--- src/rtl/can_tx_scheduler.sv ---
// CAN transmit scheduler: scans the transmit mailboxes for the highest bus-priority request,
// freezes its frame fields for the encapsulation unit and sequences start/ack/retry/abort.
module can_tx_scheduler #(
  parameter int NMB       = 4,
  parameter int IDXW      = 2,
  parameter int MAX_RETRY = 15
) (
  input  logic              clock,
  input  logic              reset,
  input  logic [NMB-1:0]    mb_req,
  input  logic [NMB-1:0]    mb_abort_req,
  input  logic [NMB*29-1:0] mb_id,
  input  logic [NMB-1:0]    mb_ext,
  input  logic [NMB-1:0]    mb_rem,
  input  logic [NMB*4-1:0]  mb_dlc,
  input  logic              bus_idle,
  input  logic              tx_done,
  input  logic              tx_lost,
  input  logic              tx_error,
  output logic [28:0]       enc_identifier,
  output logic              enc_extended,
  output logic              enc_remote,
  output logic [3:0]        enc_datalen,
  output logic              tx_start,
  output logic [IDXW-1:0]   tx_sel,
  output logic [NMB-1:0]    mb_ack,
  output logic [NMB-1:0]    mb_aborted,
  output logic              busy
);

  typedef enum logic [2:0] {
    ST_IDLE,
    ST_SCAN,
    ST_LOAD,
    ST_WAIT_BUS,
    ST_ACTIVE
  } state_t;

  // Key mirrors the on-wire arbitration bit order, so a plain unsigned compare ranks frames.
  function automatic logic [31:0] arb_key(input logic [28:0] id, input logic ext,
                                          input logic rem);
    arb_key = {id[28:18], (ext ? 1'b1 : rem), ext, (ext ? id[17:0] : 18'd0), (ext & rem)};
  endfunction

  state_t          r_state;
  state_t          w_state_nxt;
  logic [IDXW-1:0] r_scan_idx;
  logic [IDXW-1:0] r_best_idx;
  logic [31:0]     r_best_key;
  logic            r_best_valid;
  logic [IDXW-1:0] r_sel;
  logic [7:0]      r_retry_cnt;
  logic [28:0]     r_enc_id;
  logic            r_enc_ext;
  logic            r_enc_rem;
  logic [3:0]      r_enc_dlc;
  logic            r_tx_start;
  logic [NMB-1:0]  r_mb_ack;
  logic [NMB-1:0]  r_mb_aborted;

  logic            w_scan_req;
  logic [31:0]     w_scan_key;
  logic            w_scan_hit;
  logic            w_scan_last;
  logic            w_sel_req;
  logic            w_sel_abort;
  logic [28:0]     w_best_id;
  logic            w_best_ext;
  logic            w_best_rem;
  logic [3:0]      w_best_dlc;
  logic [7:0]      w_cnt_inc;
  logic            w_retry_abort;
  logic [NMB-1:0]  w_sel_onehot;
  logic            w_tx_start_nxt;
  logic [NMB-1:0]  w_ack_nxt;
  logic [NMB-1:0]  w_aborted_nxt;

  // NOTE: every combinational output gets a default before any branch, so no latch is inferred.
  always_comb begin
    w_scan_req  = 1'b0;
    w_scan_key  = '0;
    w_sel_req   = 1'b0;
    w_sel_abort = 1'b0;
    w_best_id   = '0;
    w_best_ext  = 1'b0;
    w_best_rem  = 1'b0;
    w_best_dlc  = '0;
    for (int i = 0; i < NMB; i++) begin
      if (r_scan_idx == IDXW'(i)) begin
        w_scan_req = mb_req[i];
        w_scan_key = arb_key(mb_id[29*i +: 29], mb_ext[i], mb_rem[i]);
      end
      if (r_sel == IDXW'(i)) begin
        w_sel_req   = mb_req[i];
        w_sel_abort = mb_abort_req[i];
      end
      if (r_best_idx == IDXW'(i)) begin
        w_best_id  = mb_id[29*i +: 29];
        w_best_ext = mb_ext[i];
        w_best_rem = mb_rem[i];
        w_best_dlc = mb_dlc[4*i +: 4];
      end
    end
  end

  assign w_scan_hit    = w_scan_req && (!r_best_valid || (w_scan_key < r_best_key));
  assign w_scan_last   = (r_scan_idx == IDXW'(NMB - 1));
  assign w_cnt_inc     = (r_retry_cnt == 8'hFF) ? 8'hFF : (r_retry_cnt + 8'd1);
  assign w_retry_abort = w_sel_abort || ((MAX_RETRY != 0) && (w_cnt_inc >= 8'(MAX_RETRY)));
  assign w_sel_onehot  = NMB'(1) << r_sel;

  always_comb begin
    w_state_nxt    = r_state;
    w_tx_start_nxt = 1'b0;
    w_ack_nxt      = '0;
    w_aborted_nxt  = '0;
    case (r_state)
      ST_IDLE: begin
        if (|mb_req) w_state_nxt = ST_SCAN;
      end
      ST_SCAN: begin
        if (w_scan_last) w_state_nxt = (r_best_valid || w_scan_hit) ? ST_LOAD : ST_IDLE;
      end
      ST_LOAD: begin
        w_state_nxt = ST_WAIT_BUS;
      end
      ST_WAIT_BUS: begin
        if (!w_sel_req) begin
          w_state_nxt = ST_IDLE;
        end else if (w_sel_abort) begin
          w_aborted_nxt = w_sel_onehot;
          w_state_nxt   = ST_IDLE;
        end else if (bus_idle) begin
          w_tx_start_nxt = 1'b1;
          w_state_nxt    = ST_ACTIVE;
        end
      end
      ST_ACTIVE: begin
        // A pending CPU abort only takes effect on an outcome; a frame on the wire is never cut.
        if (tx_done) begin
          w_ack_nxt   = w_sel_onehot;
          w_state_nxt = ST_IDLE;
        end else if (tx_lost || tx_error) begin
          if (w_retry_abort) w_aborted_nxt = w_sel_onehot;
          w_state_nxt = ST_IDLE;
        end
      end
      default: w_state_nxt = ST_IDLE;
    endcase
  end

  // NOTE: reset is synchronous, so it lives inside the clocked branch rather than the sensitivity list.
  always_ff @(posedge clock) begin
    if (reset) begin
      r_state      <= ST_IDLE;
      r_tx_start   <= 1'b0;
      r_mb_ack     <= '0;
      r_mb_aborted <= '0;
    end else begin
      r_state      <= w_state_nxt;
      r_tx_start   <= w_tx_start_nxt;
      r_mb_ack     <= w_ack_nxt;
      r_mb_aborted <= w_aborted_nxt;
    end
  end

  always_ff @(posedge clock) begin
    if (reset) begin
      r_scan_idx   <= '0;
      r_best_idx   <= '0;
      r_best_key   <= '0;
      r_best_valid <= 1'b0;
      r_sel        <= '0;
      r_retry_cnt  <= '0;
      r_enc_id     <= '0;
      r_enc_ext    <= 1'b0;
      r_enc_rem    <= 1'b0;
      r_enc_dlc    <= '0;
    end else begin
      case (r_state)
        ST_IDLE: begin
          r_scan_idx   <= '0;
          r_best_valid <= 1'b0;
        end
        ST_SCAN: begin
          if (w_scan_hit) begin
            r_best_idx   <= r_scan_idx;
            r_best_key   <= w_scan_key;
            r_best_valid <= 1'b1;
          end
          r_scan_idx <= r_scan_idx + IDXW'(1);
        end
        ST_LOAD: begin
          r_enc_id  <= w_best_id;
          r_enc_ext <= w_best_ext;
          r_enc_rem <= w_best_rem;
          r_enc_dlc <= w_best_dlc;
          r_sel     <= r_best_idx;
          // Retry history belongs to the last attempted mailbox only.
          if (r_best_idx != r_sel) r_retry_cnt <= '0;
        end
        ST_ACTIVE: begin
          if (tx_done) begin
            r_retry_cnt <= '0;
          end else if (tx_lost || tx_error) begin
            r_retry_cnt <= w_retry_abort ? 8'd0 : w_cnt_inc;
          end
        end
        default: ;
      endcase
    end
  end

  assign enc_identifier = r_enc_id;
  assign enc_extended   = r_enc_ext;
  assign enc_remote     = r_enc_rem;
  assign enc_datalen    = r_enc_dlc;
  assign tx_start       = r_tx_start;
  assign tx_sel         = r_sel;
  assign mb_ack         = r_mb_ack;
  assign mb_aborted     = r_mb_aborted;
  assign busy           = (r_state != ST_IDLE);

endmodule

--- config.mk ---
export PLATFORM = sky130hd
export DESIGN_NAME = can_tx_scheduler
export DESIGN_NICKNAME = d
export VERILOG_FILES = /design/src/rtl/can_tx_scheduler.sv
export SDC_FILE = /design/constraint.sdc
export NUM_CORES = 1
export LEC_CHECK = 0
export CORE_MARGIN = 3
export CORE_UTILIZATION = 50
export CTS_CLUSTER_DIAMETER = 40
export DETAILED_ROUTE_END_ITERATION = 10
export GPL_ROUTABILITY_DRIVEN = 0
export HOLD_SLACK_MARGIN = 0.1
export MAX_ROUTING_LAYER = met4
export PLACE_DENSITY = 0.85
export REMOVE_ABC_BUFFERS = 1
export SLEW_MARGIN = 40
export SYNTH_ARGS = -nofsm -noshare
export SYNTH_HDL_FRONTEND = slang
export SYNTH_SLANG_ARGS = --single-unit
--- constraint.sdc ---
create_clock -name clock -period 8.4 [get_ports clock]
set_input_delay 2.1 -clock clock [delete_from_list [all_inputs] [get_ports clock]]
set_output_delay 2.1 -clock clock [all_outputs]
set_load 0.1 [all_outputs]
# Yosys cells after proc, flatten, opt, wreduce, memory -nomap -nowiden
# Index checks and enable logic that the tools add are counted.
[totals]
regBits = 94
wordCells = 133
[classes]
eq_ne = 21
n_addsub = 2
muxes = 65
order_cmp = 2
bitwise = 8
reduce_logical = 20
n_shift = 1
[op_table]
columns = ["operator", "count"]
rows = [
  ["32-bit two-way mux", 4],
  ["29-bit two-way mux", 4],
  ["18-bit two-way mux", 4],
  ["8-bit two-way mux", 5],
  ["4-bit two-way mux", 9],
  ["32-bit < comparator", 1],
  ["1-bit two-way mux", 26],
  ["3-bit two-way mux", 7],
  ["8-bit case mux with 2 select lines", 1],
  ["3-bit case mux with 5 select lines", 1],
  ["2-bit equality test (second input constant)", 6],
  ["8-bit by 1-bit adder with 8-bit output (second input constant)", 1],
  ["8-bit equality test (second input constant)", 1],
  ["8-bit by 4-bit greater-or-equal comparator with 1-bit output (second input constant)", 1],
  ["2-bit != test (second input constant)", 4],
  ["4-bit case mux with 2 select lines", 1],
  ["4-bit OR reduction", 2],
  ["2-bit by 1-bit equality test with 1-bit output (second input constant)", 3],
  ["3-bit by 2-bit equality test with 1-bit output (second input constant)", 2],
  ["2-bit zero test", 3],
  ["1-bit AND", 4],
  ["1-bit logical OR", 4],
  ["4-bit != test (second input constant)", 1],
  ["1-bit inverter", 4],
  ["other kinds (18)", 20],
]

# Logic depth before layout (Yosys ltp)
[logic_depth]
word_depth = 12
depth_mapped = 16
depth_no_buf = 13

# Least setup slack after synthesis
# OpenSTA, ideal clock, no wires.
[synth_path]
kind = "input-to-reg"
from = "input mb_ext[2]"
to = "register r_best_key[25]"
stages = 13
path_buffers = 3
required_time_ns = 8.284
arrival_time_ns = 4.491
setup_time_ns = 0.116
path_slack_ns = 3.792
path_cell_list = "and2_1 buf_2 buf_2 a221oi_1 a21oi_1 ha_1 a21oi_1 o211ai_1 o221a_2 o31ai_4 a22oi_4 buf_6 o211a_1"
[synth_via]
elab_chain_len = 7
[synth_rtl]
columns = ["element", "line", "text"]
rows = [
  ["from (decl)", "13", "input logic [NMB-1:0] mb_ext,"],
  ["18-bit two-way mux", "42", "arb_key = {id[28:18], (ext ? 1'b1 : rem), ext, (ext ? id[17:0] : 18'd0), (ext & rem)};"],
  ["32-bit two-way mux (2 in series)", "89", "if (r_scan_idx == IDXW'(i)) begin"],
  ["net w_scan_key[17]", "62", "logic [31:0] w_scan_key;"],
  ["32-bit < comparator", "106", "assign w_scan_hit = w_scan_req && (!r_best_valid || (w_scan_key < r_best_key));"],
  ["1-bit logical OR", "106", ""],
  ["1-bit logical AND", "106", ""],
  ["2-bit AND reduction (no line)", "-", ""],
  ["to (signal assigned)", "188", "r_best_key <= w_scan_key;"],
  ["to (decl)", "49", "logic [31:0] r_best_key;"],
]
# The timed path passes the listed nets, and every way through them passes these cells.
# A chain may end at the register's enable or synchronous reset.

# Final worst setup path
[layout_path]
from = "input mb_ext[0]"
to = "register r_best_key[23]"
[layout_via]
elab_chain_len = 9
[layout_rtl]
columns = ["element", "line"]
rows = [
  ["18-bit two-way mux", "42"],
  ["32-bit two-way mux (4 in series)", "89"],
  ["net w_scan_key[18]", "62"],
  ["32-bit < comparator", "106"],
  ["1-bit logical OR", "106"],
  ["1-bit logical AND", "106"],
  ["2-bit AND reduction (no line)", "-"],
]
# The timed path passes the listed nets, and every way through them passes these cells.

==> flow_summary.yaml <==
cts:
  clock-sinks: 94
  clk_pin_slew_ps: 70
  cts_max_level: 3
  tritoncts: "built"
  postCtsResizedCells: 0
  clock_path_buffers: 2
  numCtsBuffers: 9
  root_buffer: "clkbuf_16"
  cts_hold_buf: 0
  post_cts_buffers: 0
  clock_latency_ps: 350
logic_synthesis:
  synth_simple_gate_area_share_pct: 18.5
  synth-seq-area-share_pct: 28.6
  ys_types: 60
  async_reset_ff_share_pct: 0
  synth-main-ff-cell: "dfxtp_1"
  synth-compound-area-share_pct: 19.6
  yosysWarnings: 0
  yosys_register_bits: 94
  postSynthCellCount: 775
  synth_top_family_by_area: "compound AO/OA/AOI/OAI gates"
  synthesis.area_sq_um: 6570
  synth_mux_area_share_pct: 19.4
  synth-xor-area-share_pct: 0.666
  syn_avg_cell_area_sq_um: 8.48
  synth_edf_count: 0
  synth_fa_ha_area_share_pct: 6.85
critical_path:
  crit_chain: "clkdlybuf4s50_1, nand3b_1, a21oi_4, a22oi_1, o21ai_0, ha_1, nand4_1, o211ai_1, o221a_2, o31ai_4, a22oi_4, buf_4, o211a_1"
  worstPathMaxFanout: 19
  critPathKind: "in -> reg"
  arrival_ps: 6070
  reg2reg_slack_ps: 3690
  reg2reg_to: "r_best_key[23]$_SDFFE_PP0P_"
  required_ps: 8650
  critPathSlowestCell: "a21oi_4"
  timing.rr.start: "r_scan_idx[0]$_SDFFE_PP0P_"
  startpoint_type: "input port"
  r2r_cells: 14
  endpoint_kind: "flip-flop"
  max_stage_delay_ps: 570
min_path:
  worst_hold_path.endpoint: "enc_identifier[18]$_SDFFE_PP0N_"
  min_path_cells: 2
  hold_class: "reg -> reg"
  worstHoldStart: "enc_identifier[18]$_SDFFE_PP0N_"
routing:
  routed_via_density: 5.94
  ant_nets: 0
  top_layer_used: "met4"
  routed_wl_um: 20600
  first_pass_iters: 5
  routedWlPerCell_um: 18.5
  drt_iter0_drc: 495
  wl_met2_um: 9790
  drc_errors: 0
  route.layer.met1.wl_um: 8900
  met3_length_um: 1520
  num_vias: 6606
sta:
  skew_ps: 7.44
  slew_viol_final: 0
  finalSetupTns_ps: 0
  period_minus_slack_ps: 5820
  min_period_over_period_pct: 69.3
  rsz0062_at_grt: "no"
  slew-limit-headroom_pct: 52.6
  finalHoldViolCount: 0
  worstMarginPinSlew_ps: 711
  clock.fmax_mhz: 172
  setup_viol_count_final: 0
floorplan:
  core_sq_um: 12700
  num_io_pins: 201
  num_rows: 41
  die_x_um: 121
  dieHeight_um: 121
  dieArea_sq_um: 14600
  start_util_pct: 51.7
job:
  maxCapViolCount: 0
grt:
  grt_max_degree: 63
  grt_antenna_before_repair: 0
  gr-usage-all-layers_pct: 29.0
  grt_overflow: 0
  grt_pass1_wl_um: 32900
  grt_pass1_vias: 6332
power_and_ir_drop:
  p_seq_share_pct: 25.9
  internal-power_uw: 1270
  power_density_nw_per_um2: 248
  power_frac_comb_pct: 51.9
  clockPowerShare_pct: 22.2
  p_leak_uw: 0.00337
  total_power_uw: 2170
  peakVddDrop_mv: 0.119
  sw_frac_of_total_pct: 41.6
  p_sw_uw: 902
cells_and_area:
  fin_nets: 1125
  layout_common_cells: "nand2_1 (179), clkdlybuf4s50_1 (152), dfxtp_1 (92)"
  area.growth.synth_to_final_pct: 33.0
  fillers: 1032
  antenna_cells: 0
  drive_gt1_share_pct: 15.6
  final_common_cell: "nand2_1"
placed_design:
  hpwl_um: 14800
  portBuffers: 200
run_status:
  outcome: "finished, final reports clean"
-- Yosys cell counts (3+ instances only) --
library cell | n | area share, %
a21o_1 | 3 | 0.34
a21oi_1 | 81 | 6.2
a221o_1 | 11 | 1.7
a22oi_1 | 19 | 2.2
and2_1 | 4 | 0.38
and3_1 | 5 | 0.48
and4_1 | 4 | 0.53
buf_2 | 10 | 0.76
buf_4 | 4 | 0.46
buf_6 | 3 | 0.51
clkbuf_1 | 40 | 2.3
dfxtp_1 | 94 | 29
ha_1 | 36 | 6.9
inv_1 | 38 | 2.2
mux2_2 | 19 | 3.3
mux2i_1 | 23 | 3.5
mux4_2 | 37 | 13
nand2_1 | 179 | 10
nand2b_1 | 7 | 0.67
nand3_1 | 7 | 0.53
nand3b_1 | 15 | 1.7
nand4_1 | 4 | 0.38
nor2_1 | 21 | 1.2
nor2b_1 | 4 | 0.38
nor3_1 | 3 | 0.23
o211a_1 | 13 | 2.0
o21a_1 | 4 | 0.46
o21ai_0 | 45 | 3.4
xor2_1 | 3 | 0.40
-- sequential cells by signal (all words and copies together) (netlist names) --
| name | flops |
|---|---|
| tx_sel | 2 |
| enc_remote | 1 |
| r_best_valid | 1 |
| r_scan_idx | 2 |
| mb_aborted | 4 |
| enc_datalen | 4 |
| r_retry_cnt | 8 |
| r_state | 3 |
| mb_ack | 4 |
| tx_start | 1 |
| enc_identifier | 29 |
| enc_extended | 1 |
| r_best_idx | 2 |
| r_best_key | 32 |
-- cell type report --
| cell class | count | area [sq um] | share of cell area, % |
|---|---|---|---|
| sequential | 94 | 1890 | 21.6 |
| clock inverter | 5 | 105 | 1.20 |
| multi-input combinational | 585 | 4320 | 49.3 |
| clock buffer | 11 | 243 | 2.78 |
| timing repair buffer | 206 | 1830 | 20.9 |
| tap | 172 | 215 | 2.46 |
| inverter | 39 | 149 | 1.70 |
-- worst max-delay path by stage --
stage              start                           to  slack (ps)
2_1_floorplan  mb_ext[0]  r_best_key[21]$_SDFFE_PP0P_        3360
3_3_place_gp   mb_ext[1]  r_best_key[23]$_SDFFE_PP0P_        2240
3_5_place_dp   mb_ext[2]   r_best_idx[0]$_SDFFE_PP0P_        2220
4_1_cts        mb_ext[2]   r_best_idx[0]$_SDFFE_PP0P_        2570
5_1_grt        mb_ext[0]   r_best_key[5]$_SDFFE_PP0P_        2290
6_report       mb_ext[0]  r_best_key[23]$_SDFFE_PP0P_        2580
-- routing by layer --
metal	vias up	track usage, %
li1	3109	-
met5	-	-
met4	0	10.3
met2	278	46.1
met3	38	4.44
met1	3181	37.9
-- cell families after synthesis --
group	count (synthesis)
mux	79
buf+inv	96
flops	94
xor+xnor	5
fa+ha+maj	36
compound gates	198
simple gates	267
-- stage by stage --
step | hold WS [ps] | util [%] | setup WS, ps | std cells | instance area (sq um)
3_5_place_dp | 443 | 65.9 | 2220 | 1096 | 8390
3_3_place_gp | 441 | 67.4 | 2240 | 1095 | 8570
2_1_floorplan | 433 | - | 3360 | 718 | 6310
5_1_grt | 471 | 68.7 | 2290 | 1112 | 8740
6_report | 451 | 68.7 | 2580 | 1112 | 8740
4_1_cts | 452 | 68.7 | 2570 | 1112 | 8740
-- critical path, delay by kind of cell --
family                   cells  cell delay, ps
AO/OA/AOI/OAI                8            2510
adder cells (fa/ha/maj)      1             300
buffers and inverters        2             840
AND/OR/NAND/NOR              2             300
-- power by group through the flow --
| stage | Combinational [uW] | Clock, uW | Sequential, uW |
|---|---|---|---|
| 3_5_place_dp | 1110 | 0 | 569 |
| 6_report | 1120 | 482 | 562 |
| 2_1_floorplan | 670 | 0 | 700 |
| 3_3_place_gp | 1090 | 0 | 567 |
| 4_1_cts | 1120 | 486 | 559 |
| 5_1_grt | 1230 | 508 | 568 |
Power figures use the tool's default switching activity.
